File: src/rtl/cnoc_mem_bist.sv
// CNOC request/response structs and an AXI4 master BIST engine that writes a seeded
// pattern over an address range with INCR bursts, then reads it back and checks it.
package cnoc_pkg;
    localparam int CNOC_DATAW = 64;
    localparam int CNOC_ADDRW = 32;
    localparam int AXI_IDW    = 4;
    localparam int CNOC_USERW = 1;

    typedef struct packed {
        logic [AXI_IDW-1:0]    id;
        logic [CNOC_ADDRW-1:0] addr;
        logic [7:0]            len;
        logic [2:0]            size;
        logic [1:0]            burst;
        logic                  lock;
        logic [3:0]            cache;
        logic [2:0]            prot;
        logic [3:0]            qos;
        logic [3:0]            region;
        logic [5:0]            atop;
        logic [CNOC_USERW-1:0] user;
    } cnoc_ax_s;

    typedef struct packed {
        logic [CNOC_DATAW-1:0]   data;
        logic [CNOC_DATAW/8-1:0] strb;
        logic                    last;
        logic [CNOC_USERW-1:0]   user;
    } cnoc_w_s;

    typedef struct packed {
        logic [AXI_IDW-1:0]    id;
        logic [1:0]            resp;
        logic [CNOC_USERW-1:0] user;
    } cnoc_b_s;

    typedef struct packed {
        logic [AXI_IDW-1:0]    id;
        logic [CNOC_DATAW-1:0] data;
        logic [1:0]            resp;
        logic                  last;
        logic [CNOC_USERW-1:0] user;
    } cnoc_r_s;

    typedef struct packed {
        cnoc_ax_s aw;
        logic     aw_valid;
        cnoc_w_s  w;
        logic     w_valid;
        logic     b_ready;
        cnoc_ax_s ar;
        logic     ar_valid;
        logic     r_ready;
    } cnoc_req_s;

    typedef struct packed {
        logic    aw_ready;
        logic    ar_ready;
        logic    w_ready;
        cnoc_b_s b;
        logic    b_valid;
        cnoc_r_s r;
        logic    r_valid;
    } cnoc_resp_s;
endpackage

module cnoc_mem_bist
    import cnoc_pkg::*;
#(
    parameter int DATA_WIDTH = CNOC_DATAW,
    parameter int ADDR_WIDTH = CNOC_ADDRW,
    parameter int STRB_WIDTH = DATA_WIDTH / 8,
    parameter int ID_WIDTH   = AXI_IDW,
    parameter int BURST_LEN  = 16,
    parameter logic [ID_WIDTH-1:0] BIST_ID = '0
) (
    input  logic                  clk,
    input  logic                  arst_n,
    input  logic                  start,
    input  logic [ADDR_WIDTH-1:0] base_addr,
    input  logic [15:0]           num_beats,
    input  logic [31:0]           seed,
    output logic                  busy,
    output logic                  done,
    output logic                  pass,
    output logic [15:0]           err_count,
    output logic [ADDR_WIDTH-1:0] first_err_addr,
    output cnoc_req_s             req,
    input  cnoc_resp_s            resp
);
    // state | meaning
    // IDLE  | waiting for start after reset
    // AW    | write address offered
    // W     | write beats of the current burst
    // B     | waiting for write response
    // AR    | read address offered
    // R     | read beats being compared
    // DONE  | result valid, waiting for start
    typedef enum logic [2:0] {
        S_IDLE, S_AW, S_W, S_B, S_AR, S_R, S_DONE
    } state_e;

    localparam int LANES = DATA_WIDTH / 32;
    localparam int SIZE  = $clog2(STRB_WIDTH);

    state_e state, state_nxt;

    logic [ADDR_WIDTH-1:0] base_q;
    logic [15:0]           total_q;
    logic [31:0]           seed_q;
    logic [15:0]           beat_q;
    logic [8:0]            left_q;
    logic [ADDR_WIDTH-1:0] burst_addr_q;

    logic [15:0]           remain;
    logic [8:0]            burst_beats;
    logic [ADDR_WIDTH-1:0] beat_addr;
    logic [31:0]           lane_base;
    logic [DATA_WIDTH-1:0] pattern;
    logic                  start_ok;
    logic                  aw_hs, w_hs, b_hs, ar_hs, r_hs;
    logic                  burst_end;
    logic                  err_hit;
    logic [ADDR_WIDTH-1:0] err_addr;
    logic                  unused_ok;

    assign remain      = total_q - beat_q;
    assign burst_beats = (remain > 16'(BURST_LEN)) ? 9'(BURST_LEN) : remain[8:0];
    assign beat_addr   = base_q + (ADDR_WIDTH'(beat_q) << SIZE);
    assign lane_base   = seed_q + 32'(beat_q) * 32'(LANES);
    assign burst_end   = (left_q == 9'd1);

    always_comb begin
        pattern = '0;
        for (int j = 0; j < LANES; j++) begin
            pattern[j*32 +: 32] = lane_base + 32'(j);
        end
    end

    assign start_ok = start && (state == S_IDLE || state == S_DONE);
    assign aw_hs    = (state == S_AW) && resp.aw_ready;
    assign w_hs     = (state == S_W)  && resp.w_ready;
    assign b_hs     = (state == S_B)  && resp.b_valid;
    assign ar_hs    = (state == S_AR) && resp.ar_ready;
    assign r_hs     = (state == S_R)  && resp.r_valid;

    assign busy = (state != S_IDLE) && (state != S_DONE);
    assign done = (state == S_DONE);
    assign pass = (state == S_DONE) && (err_count == 16'd0);

    // Any combination of data, rresp or last problems on one beat is one error.
    always_comb begin
        err_hit  = 1'b0;
        err_addr = '0;
        if (b_hs) begin
            err_hit  = (resp.b.resp != 2'b00);
            err_addr = burst_addr_q;
        end else if (r_hs) begin
            err_hit  = (resp.r.data != CNOC_DATAW'(pattern)) ||
                       (resp.r.resp != 2'b00) ||
                       (resp.r.last != burst_end);
            err_addr = beat_addr;
        end
    end

    always_ff @(posedge clk) begin
        if (!arst_n) begin
            state <= S_IDLE;
        end else begin
            state <= state_nxt;
        end
    end

    always_comb begin
        state_nxt = state;
        case (state)
            S_IDLE, S_DONE: begin
                if (start) begin
                    state_nxt = (num_beats == 16'd0) ? S_DONE : S_AW;
                end
            end
            S_AW: if (aw_hs) state_nxt = S_W;
            S_W:  if (w_hs && burst_end) state_nxt = S_B;
            S_B: begin
                if (b_hs) begin
                    state_nxt = (beat_q == total_q) ? S_AR : S_AW;
                end
            end
            S_AR: if (ar_hs) state_nxt = S_R;
            S_R: begin
                if (r_hs && burst_end) begin
                    state_nxt = (beat_q + 16'd1 == total_q) ? S_DONE : S_AR;
                end
            end
            default: state_nxt = S_IDLE;
        endcase
    end

    always_ff @(posedge clk) begin
        if (!arst_n) begin
            base_q         <= '0;
            total_q        <= '0;
            seed_q         <= '0;
            beat_q         <= '0;
            left_q         <= '0;
            burst_addr_q   <= '0;
            err_count      <= '0;
            first_err_addr <= '0;
        end else begin
            if (start_ok) begin
                base_q         <= base_addr;
                total_q        <= num_beats;
                seed_q         <= seed;
                beat_q         <= '0;
                err_count      <= '0;
                first_err_addr <= '0;
            end
            if (aw_hs || ar_hs) begin
                left_q       <= burst_beats;
                burst_addr_q <= beat_addr;
            end
            if (w_hs || r_hs) begin
                beat_q <= beat_q + 16'd1;
                left_q <= left_q - 9'd1;
            end
            if (b_hs && beat_q == total_q) begin
                beat_q <= '0;
            end
            if (err_hit) begin
                if (err_count != 16'hFFFF) begin
                    err_count <= err_count + 16'd1;
                end
                if (err_count == 16'd0) begin
                    first_err_addr <= err_addr;
                end
            end
        end
    end

    always_comb begin
        req          = '0;
        req.aw.id    = AXI_IDW'(BIST_ID);
        req.aw.addr  = CNOC_ADDRW'(beat_addr);
        req.aw.len   = 8'(burst_beats - 9'd1);
        req.aw.size  = 3'(SIZE);
        req.aw.burst = 2'b01;
        req.ar       = req.aw;
        req.aw_valid = (state == S_AW);
        req.ar_valid = (state == S_AR);
        req.w.data   = CNOC_DATAW'(pattern);
        req.w.strb   = '1;
        req.w.last   = burst_end;
        req.w_valid  = (state == S_W);
        req.b_ready  = (state == S_B);
        req.r_ready  = (state == S_R);
    end

    assign unused_ok = ^{resp.b.id, resp.b.user, resp.r.id, resp.r.user};

endmodule
File: config.mk
export PLATFORM = sky130hd
export DESIGN_NAME = cnoc_mem_bist
export DESIGN_NICKNAME = d
export VERILOG_FILES = /design/src/rtl/cnoc_mem_bist.sv
export SDC_FILE = /design/constraint.sdc
export NUM_CORES = 1
export LEC_CHECK = 0
export ABC_AREA = 1
export BUFFER_PORTS_ARGS = -buffer_cell sky130_fd_sc_hd__buf_4
export CORE_MARGIN = 2
export CORE_UTILIZATION = 50
export CTS_CLUSTER_SIZE = 14
export DETAILED_ROUTE_END_ITERATION = 10
export PLACE_DENSITY_LB_ADDON = 0.05
export SLEW_MARGIN = 20
export SYNTH_ARGS = -nofsm -noshare
export SYNTH_HDL_FRONTEND = slang
export SYNTH_SLANG_ARGS = --single-unit
File: constraint.sdc
create_clock -name clk -period 5.9 [get_ports clk]
set_input_delay 1.18 -clock clk [delete_from_list [all_inputs] [get_ports clk]]
set_output_delay 1.18 -clock clk [all_outputs]
set_load 0.02 [all_outputs]
==> impl_metrics.toml <==
[outcome]
outcome = "finished, final reports clean"

[global_routing]
grt_max_degree = 97
first_global_vias = 16190
grt_overflow = 0
grt_usage_pct = 31.49
grt_pass1_wl_um = 83560
antenna_found_initial = 3

[place]
place_congestion = 0.9173
numPortBuffers = 357
place_hpwl_um = 41170

[worst_setup_path]
crit_fanout = 9
critPathLaunchType = "flop"
crit_chain = "inv_1 -> ha_1 -> nand2_1 -> nor2_1 -> a211oi_1 -> nor2_1 -> nor2_1 -> inv_1 -> a21oi_1 -> o211ai_1 -> xor2_1 -> nand2_1 -> nor2_1 -> nand3_2 -> o21ai_4 -> nand2_1 -> ha_1 -> xnor2_1 -> buf_4"
critical-path-top-delay-family = "simple AND/OR/NAND/NOR gates"
crit_buf_inv = 3
crit_arrival_ns = 4.33
crit_path_frequent_cell = "nor2_1"
path_class = "reg -> out"
critical_path_required_ns = 4.72
cp_slowest_cell = "dfxtp_1"
crit_path_max_incr_delay_ns = 0.50
critical_path.endpoint_type = "output pin"

[logic_synthesis]
synth_area_um2 = 15740
ys.flop_type = "dfxtp_1"
synth_cell_types = 56
synthAdderAreaFrac_pct = 4.673
synth-compound-area-share_pct = 15.16
yosys_register_bits = 188
synthMuxAreaShare_pct = 0.06358
synth_simple_gate_area_share_pct = 35.99
synth_top_family_by_area = "simple AND/OR/NAND/NOR gates"
synth_cells = 2597
yosysTopAreaCell = "dfxtp_1"
synth_edf_count = 0
yosysSeqAreaShare_pct = 23.91
yosys_warnings = 0
synth_top_cell_area_share_pct = 23.91
synth_area_per_cell_um2 = 6.062
synthXorXnorAreaFrac_pct = 4.848
synthTopCellsByArea = "dfxtp_1 24%, nand2_1 16%, nor2_1 7.3%"
ys_async_sr_fraction_pct = 0

[sta]
setup_viol_count_final = 0
rsz0062_at_grt = "no"
timing.fmax_ghz = 0.1816
clock_skew_ns = 0.01316
maxSlewViolCount = 0
slew-limit-headroom_pct = 30.15
fin_crit_ns = 5.507
hold_viol = 0
tightest_slew_ns = 1.041
setup_tns_ns = 0
layout_worst_path_cycle_share_pct = 93.33

[finish]
final_nets = 3076
final_cell_mix = "670 x nand2_1, 368 x buf_4, 304 x nor2_1"
drive_gt1_share_pct = 16.37
multi_input_area_um2 = 9878
regArea_um2 = 3766
filler_cell_count = 3021
utilization_pct = 60.56
area_growth_pct = 18.59
layout.cells.most_common = "nand2_1"

[clock_tree]
clk_latency_ns = 0.46
cts_tree = "yes"
clock-root-buffer = "clkbuf_16"
cts_buffers = 17
clkSlewWorstSetupHoldPaths_ns = 0.07
clkSinkCount = 188
htreeDepth = 4
cts_max_path_buffers = 2
postCtsSetupBuffers = 0
cts_hold_buf = 0

[floorplan]
row_count = 64
die_width_um = 181.4
core_um2 = 30830
die_area_um2 = 32920
fp.dieH_um = 181.4
start_util_pct = 51.07
ios = 441

[pwr]
seq_power_share_pct = 27.7
power_frac_clock_pct = 19.6
switching_share_pct = 46.42
p_total_w = 0.006166
vdd_drop_max_mv = 0.3477
p_leak_nw = 9.800
p_sw_w = 0.002862
powerDensity_nw_per_um2 = 330.2
p_int_w = 0.003304
combPwrFrac_pct = 52.7

[routing]
wl_per_cell_um = 16.30
wirelength_um = 53200
final_antenna_net_count = 0
vias = 17460
viasPerCell = 5.350
drc_errors = 0
drtIter0Drc = 1054
firstDrtPassIters = 5

[hold_path]
hold_class = "reg -> reg"

[flow_run]
maxCapViolCount = 0
==> area by class of cell <==
class | instances | area share (%)
Antenna cell | 3 | 0.04021
Clock buffer | 19 | 2.372
Clock inverter | 13 | 0.8779
Inverter | 302 | 6.072
Multi-Input combinational cell | 1974 | 52.91
Sequential cell | 188 | 20.17
Tap cell | 396 | 2.654
Timing Repair Buffer | 369 | 14.90
==> per-stage QoR <==
stage	cell area, um^2	instances	worst slack (ns)	hold slack, ns
2_1_floorplan	16010	2668	0.4690	0.4353
4_1_cts	18640	3261	0.09769	0.4647
5_1_grt	18670	3264	0.02153	0.5037
3_3_place_gp	18030	3229	0.5873	0.4481
6_report	18670	3264	0.3935	0.4634
3_5_place_dp	18030	3229	0.4660	0.4556
==> layer usage <==
metal	vias up	global-route usage [%]	share of wire [%]
met1	8034	38.29	42
met2	626	57.00	49
met4	0	10.67	2.9
li1	8719	-	-
met5	-	0	0
met3	84	4.252	5.6
==> cell families after synthesis <==
| logic type | count (synthesis) |
|---|---|
| other | 2 |
| and+or+nand+nor | 1326 |
| buffers and inverters | 506 |
| adders and majority gates | 57 |
| muxes | 1 |
| AOI/OAI and AO/OA | 433 |
| xor gates and xnor gates | 84 |
| DFF | 188 |
==> Yosys cell counts (all sizes together) (39+ instances only) <==
library cell and number:
nand2 686, o21ai 161, ha 54, a21oi 188, nand3 202, dfxtp 188
nand4 39, nor2 322, xor2 66, clkbuf 66, inv 300, buf 138
==> timing repair <==
| action | CTS | global route |
|---|---|---|
| setup endpoints to repair | 4 | 8 |
| resized for setup | 1 | 6 |
| hold endpoints to repair | 0 | 0 |
==> power groups by stage <==
stage / logic [W] / clock network [W] / registers, W
after floorplan: 0.00226 / 0 / 0.00168
after global placement: 0.00316 / 0 / 0.00172
after detailed placement: 0.00320 / 0 / 0.00173
after CTS: 0.00322 / 0.00122 / 0.00170
after global routing: 0.00356 / 0.00128 / 0.00174
final: 0.00325 / 0.00121 / 0.00170
==> worst reg2reg max path, stage by stage, from the launching register on <==
cell	delay, ns
dfxtp_1	0.38
ha_1	0.27
fa_1	0.45
nand2_1	0.12
nand2_1	0.10
nand3_2	0.09
nand2_1	0.14
nand2_1	0.17
nand3_1	0.14
nand2_1	0.08
nand2_1	0.16
nor2_1	0.18
nand2_1	0.09
nor2_1	0.32
nand2_1	0.09
nand2_1	0.06
nand2_1	0.10
nand2_1	0.08
nand2_1	0.05
nor2_1	0.08
nand2_1	0.05
nor2_1	0.12
nand3_1	0.17
nand2_2	0.12
buf_12	0.35
nand3_1	0.18
nand2_1	0.11
nor2_1	0.04
==> state kept, by name, summed over array words and instances (netlist names) <==
register        flops
first_err_addr     32
err_count          16
base_q             32
left_q              9
seed_q             32
state               3
total_q            16
beat_q             16
burst_addr_q       32
==> final timing paths <==
check | start | end | slack, ns | depth (start not counted)
worst max-delay path | beat_q[3] | req[32] | 0.39 | 19
worst min-delay path | total_q[0] | total_q[0] | 0.46 | 2
worst max register to register | beat_q[0] | first_err_addr[28] | 1.50 | 27
worst min register to register | total_q[0] | total_q[0] | 0.46 | 2
(Power assumes the default switching activity.)
